## src/rtl/apb_slave_regfile.sv

```systemverilog
// APB responder with a DEPTH-word register file and programmable wait states.
// Optional error responses on Pslverr are enabled by defining APB_SLVERR_EN.
`timescale 1ns/1ps
module apb_slave_regfile #(
    parameter int unsigned SEL_INDEX   = 0,
    parameter logic [31:0] BASE_ADDR   = 32'h8000_0000,
    parameter int unsigned DEPTH       = 16,
    parameter int unsigned WAIT_STATES = 1
) (
    input  logic        Hclk,
    input  logic        Hreset,
    input  logic [2:0]  Pselx,
    input  logic        Penable,
    input  logic        Pwrite,
    input  logic [31:0] Paddr,
    input  logic [31:0] Pwdata,
    output logic [31:0] Prdata,
    output logic        Pready,
    output logic        Pslverr
);

    localparam int unsigned IDX_W  = $clog2(DEPTH);
    localparam logic [31:0] SPAN   = 32'(DEPTH * 4);
    localparam logic        ST_IDLE   = 1'b0;
    localparam logic        ST_ACCESS = 1'b1;

`ifdef APB_SLVERR_EN
    localparam logic        ERR_EN    = 1'b1;
    localparam logic [31:0] BAD_RDATA = 32'hDEAD_BEEF;
`else
    localparam logic        ERR_EN    = 1'b0;
    localparam logic [31:0] BAD_RDATA = 32'h0;
`endif

    logic             state_q, state_d;
    logic [3:0]       cnt_q, cnt_d;
    logic             write_q, write_d;
    logic [IDX_W-1:0] idx_q, idx_d;
    logic             ok_q, ok_d;
    logic [31:0]      prdata_q, prdata_d;
    logic [31:0]      regs_q [DEPTH];
    logic             wr_en;

    logic             sel, setup;
    logic [31:0]      off;
    logic [IDX_W-1:0] idx;
    logic             in_range, aligned, addr_ok;
    logic             unused_sel;

    assign sel        = Pselx[SEL_INDEX];
    assign setup      = sel & ~Penable;
    assign unused_sel = ^Pselx;

    // Unsigned offset: an address below BASE_ADDR wraps to a huge value and fails the range test.
    assign off      = Paddr - BASE_ADDR;
    assign idx      = off[2 +: IDX_W];
    assign in_range = (off < SPAN);
    assign aligned  = (Paddr[1:0] == 2'b00);
    assign addr_ok  = in_range & aligned;

    assign Pready  = (state_q == ST_ACCESS) && (cnt_q == 4'd0);
    assign Pslverr = ERR_EN & Pready & ~ok_q;
    assign Prdata  = prdata_q;

    // NOTE: every variable gets its hold value first so no path leaves it unassigned (no latch).
    always_comb begin
        state_d  = state_q;
        cnt_d    = cnt_q;
        write_d  = write_q;
        idx_d    = idx_q;
        ok_d     = ok_q;
        prdata_d = prdata_q;
        wr_en    = 1'b0;
        if (state_q == ST_IDLE) begin
            if (setup) begin
                state_d = ST_ACCESS;
                cnt_d   = 4'(WAIT_STATES);
                write_d = Pwrite;
                idx_d   = idx;
                ok_d    = addr_ok;
                if (!Pwrite) begin
                    prdata_d = addr_ok ? regs_q[idx] : BAD_RDATA;
                end
            end
        end else begin
            if (!(sel && Penable)) begin
                state_d = ST_IDLE;
            end else if (cnt_q != 4'd0) begin
                cnt_d = cnt_q - 4'd1;
            end else begin
                state_d = ST_IDLE;
                wr_en   = write_q & ok_q;
            end
        end
    end

    // NOTE: the register file sits under the async reset because it must read back as zero after reset.
    always_ff @(posedge Hclk or posedge Hreset) begin
        if (Hreset) begin
            state_q  <= ST_IDLE;
            cnt_q    <= '0;
            write_q  <= 1'b0;
            idx_q    <= '0;
            ok_q     <= 1'b0;
            prdata_q <= '0;
            for (int i = 0; i < int'(DEPTH); i++) begin
                regs_q[i] <= '0;
            end
        end else begin
            state_q  <= state_d;
            cnt_q    <= cnt_d;
            write_q  <= write_d;
            idx_q    <= idx_d;
            ok_q     <= ok_d;
            prdata_q <= prdata_d;
            if (wr_en) begin
                regs_q[idx_q] <= Pwdata;
            end
        end
    end

endmodule

```

## config.mk

```make
export PLATFORM = sky130hd
export DESIGN_NAME = apb_slave_regfile
export DESIGN_NICKNAME = d
export VERILOG_FILES = /design/src/rtl/apb_slave_regfile.sv
export SDC_FILE = /design/constraint.sdc
export NUM_CORES = 1
export LEC_CHECK = 0
export CORE_ASPECT_RATIO = 2
export CORE_MARGIN = 5
export CORE_UTILIZATION = 55
export CTS_BUF_LIST = sky130_fd_sc_hd__clkbuf_4 sky130_fd_sc_hd__clkbuf_8 sky130_fd_sc_hd__clkbuf_16
export CTS_CLUSTER_DIAMETER = 100
export DETAILED_ROUTE_END_ITERATION = 6
export MAX_ROUTING_LAYER = met4
export PLACE_DENSITY = 0.76
export SYNTH_ARGS = -nofsm -noshare
export SYNTH_HDL_FRONTEND = slang
export SYNTH_SLANG_ARGS = --single-unit
```

## constraint.sdc

```tcl
create_clock -name Hclk -period 17.5 [get_ports Hclk]
set_input_delay 3.5 -clock Hclk [delete_from_list [all_inputs] [get_ports Hclk]]
set_output_delay 3.5 -clock Hclk [all_outputs]
set_load 0.02 [all_outputs]
```

==> impl_results.md <==
- Register bit total from synthesis: 555
- Hold_buf cts: 0
- Ys async rst share: 1.00
- Vias per cell: 6.13
- Sequential area share after synthesis: 0.543
- Post-CTS resize count: 0
- Hold Fails Final Rpt: 0
- Post-synthesis cell type count: 38
- Worst-path maximum fanout: 101
- Clock Tree Buf Depth: 3
- Worst Hold Launch: regs_q[6]$_DFFE_PP0P_
- Clock Tree Root: clkbuf_16
- Post-synth EDFFs: 0
- Area after DPL: 0.0270 sq mm
- Setup Viol. Count Final: 0
- Hold depth: 1
- Core region area: 0.0460 sq mm
- Tightest Hold Check Type: flip-flop to flip-flop
- Clock latency on the worst-skew pair: 580 ps
- Final net count: 1981
- Clock Sink Count: 555
- Largest net degree at the start of global routing: 200
- Critical path's slowest cell: buf_4
- First-pass GRT wire length: 99.3 mm
- Reg2Reg Launch Point: cnt_q[0]$_DFFE_PP0P_
- Mapped Nets: 1953
- Overall routing resource usage: 0.255
- Required @ worst endpoint: 17950 ps
- Pwr dens: 88.9 mW/mm^2
- Crit path buf inv count: 3
- H-tree depth: 2
- Grt ovf: 0
- Worst Setup Slack, final: 10970 ps
- Final Max Tran Viols: 0
- Relative slew slack: 0.186
- IO Count: 105
- Most Frequent Cell on Critical Path: buf_4
- Initial Utilization: 0.556
- Met2 WL post-DR: 34.0 mm
- Worst Setup Start Kind: input port
- Routed vias: 15800
- Synth top area share: 0.543
- Post-DP HPWL: 34.6 mm
- Post-synth top flop: dfrtp_1
- Critical path arrival: 6980 ps
- Routed WL: 62.7 mm
- Outcome: complete, no violations
- Post-CTS Setup Inserts: 0
- Initial antenna violation count: 3
- Top layer reached by signal wires: met4
- Final setup skew: 21.8 ps
- Routability cong.: 0.805
- Pre-CTS WS: 10360 ps
- R2R setup slack: 14210 ps
- Area delta synth->final: 12.1%
- PortBufs: 101
- RSZ-0062 raised after global routing: no
- TritonCTS clock tree: built
- Levels on crit path: 7
- RR Endpoint: regs_q[433]$_DFFE_PP0P_
- Pre-Repair DR Iteration Count: 4
- Share of post-route cells with drive strength above 1: 0.404
- Setup tns final: 0 ps
- Fin crit period: 6530 ps
- CP endpoint kind: flip-flop
- FP Rows: 111
- WL met3: 2.41 mm
- Final Cell Area: 0.0286 sq mm
- Height of the chip: 315 um
- Vias in the first global route: 17200
- Cells after DPL: 2480
- Routed Antenna Nets: 0
- Slew @ Worst Pin: 1220 ps
- WL/cell: 24.4 um
- Yosys warns: 0
- Mapped Area: 0.0256 sq mm
- Chip width: 162 um
- FMAX: 153 MHz
- Clk pin slew, worst setup/hold paths: 60 ps
- Max VDD drop: 0.0759 mV
- Non-Filler Instances: 2570
- CP Class: input port to flip-flop
- Total CTS buffers: 48
- CP max stage delay: 910 ps
- Maxcap violations: 0
- Syn Inst Count: 1881
- End of the worst hold path: regs_q[6]$_DFFE_PP0P_
- Period utilization: 0.373
- Syn Area/Cell: 13.6 sq um
- Cell taking the most area after synthesis: dfrtp_1
- Top post-synthesis cells by area: dfrtp_1 54%, mux2_2 27%, mux2i_1 6.3%
- Metal-1 WL: 24.2 mm
- Die ar.: 0.0511 sq mm
- CP top delay family: buffers and inverters
- Crit-path cells: buf_8, buf_4, buf_4, mux2_2, nand2_1, o221ai_1, o221a_2
- Pleak: 14.7 nW
- R2R depth: 6
- # DRC: 0
- DRT iter0 DRCs: 838
-- report_power, final --
group	switching (mW)	leakage (nW)	internal, mW	total (mW)
clock network	0.474	0.828	0.626	1.10
logic	0.101	6.10	0.0475	0.148
registers	0.00883	7.74	1.29	1.30
-- registers in the layout (all words and copies together) (netlist names) --
| name | flops |
|---|---|
| Prdata | 32 |
| cnt_q | 4 |
| idx_q | 4 |
| ok_q | 1 |
| regs_q | 512 |
| state_q | 1 |
| write_q | 1 |
-- cell usage after synthesis, types with 3 or more instances --
cell type and count:
buf_1 10, o22a_1 32, o221a_2 31, mux2_1 6
a21oi_1 36, clkbuf_1 80, mux2i_1 161, inv_1 39
nand4_1 34, nor4_1 6, nor2_1 4, nand3_1 7
nand2b_1 4, nor2b_1 3, nor4_4 3, nand2_1 115
o221ai_1 32, o22ai_1 3, dfrtp_1 555, a21o_1 3
o211ai_1 32, mux2_2 607, buf_2 63
-- metrics by stage --
stage	hold slack, ps	util	power, mW
after floorplan	464	-	1.42
after global placement	473	0.588	1.47
after detailed placement	481	0.588	1.47
after CTS	496	0.623	2.57
after global routing	509	0.623	2.63
final	495	0.623	2.55
-- cells in the final DEF (no fill, tap or decap), types with 2 or more instances in the layout --
cell type / count
a21oi_1: 36
o211ai_1: 32
mux2i_1: 161
clkdlybuf4s50_1: 99
dfrtp_1: 555
o221ai_1: 32
nor2b_1: 2
nor4_1: 6
mux2_2: 607
diode_2: 3
inv_6: 2
nand3_1: 3
clkinv_2: 14
a21o_1: 3
nor4_4: 3
o221a_2: 31
clkbuf_8: 10
clkbuf_16: 49
bufinv_16: 4
inv_1: 38
nand2_1: 102
nand2b_1: 2
nor2_1: 3
buf_4: 30
clkinvlp_4: 2
mux2_1: 6
o22a_1: 32
clkbuf_4: 7
nand2b_2: 2
nand4_1: 34
nand2_2: 13
o22ai_1: 3
nand3_2: 4
-- routing by layer --
layer  track usage  vias to the layer above
met5             -                        -
met4        0.0825                        0
met3        0.0323                      127
met2         0.458                      303
met1         0.296                     8389
li1              -                     6936
-- area by class of cell --
class,count,area (sq um)
clock buffers,66,1420
multi-input cells,1133,10900
clock inverters,21,215
fillers,3483,17300
flip-flops and latches,555,13900
repair buffers,132,1260
inverters,39,150
well taps,621,777
diodes,3,7.51
-- logic make-up after synthesis --
family                     Yosys count  share of synthesized area
muxes                              774                      0.333
DFF                                555                      0.543
buffers and inverters              193                     0.0316
and+or+nand+nor                    183                     0.0358
AOI/OAI and AO/OA                  174                     0.0553
adders and majority gates            1                   0.000490
other                                1                   0.000147
-- how the worst max path moves through the flow --
stage	from	to
3_3_place_gp	Paddr[2]	Prdata[30]$_DFFE_PP0P_
4_1_cts	Paddr[2]	Prdata[30]$_DFFE_PP0P_
6_report	Paddr[2]	Prdata[24]$_DFFE_PP0P_
2_1_floorplan	Hreset	Prdata[0]$_DFFE_PP0P_
5_1_grt	Hreset	regs_q[416]$_DFFE_PP0P_
3_5_place_dp	Paddr[2]	Prdata[30]$_DFFE_PP0P_
Note: power is estimated with default switching activity, not from simulation.
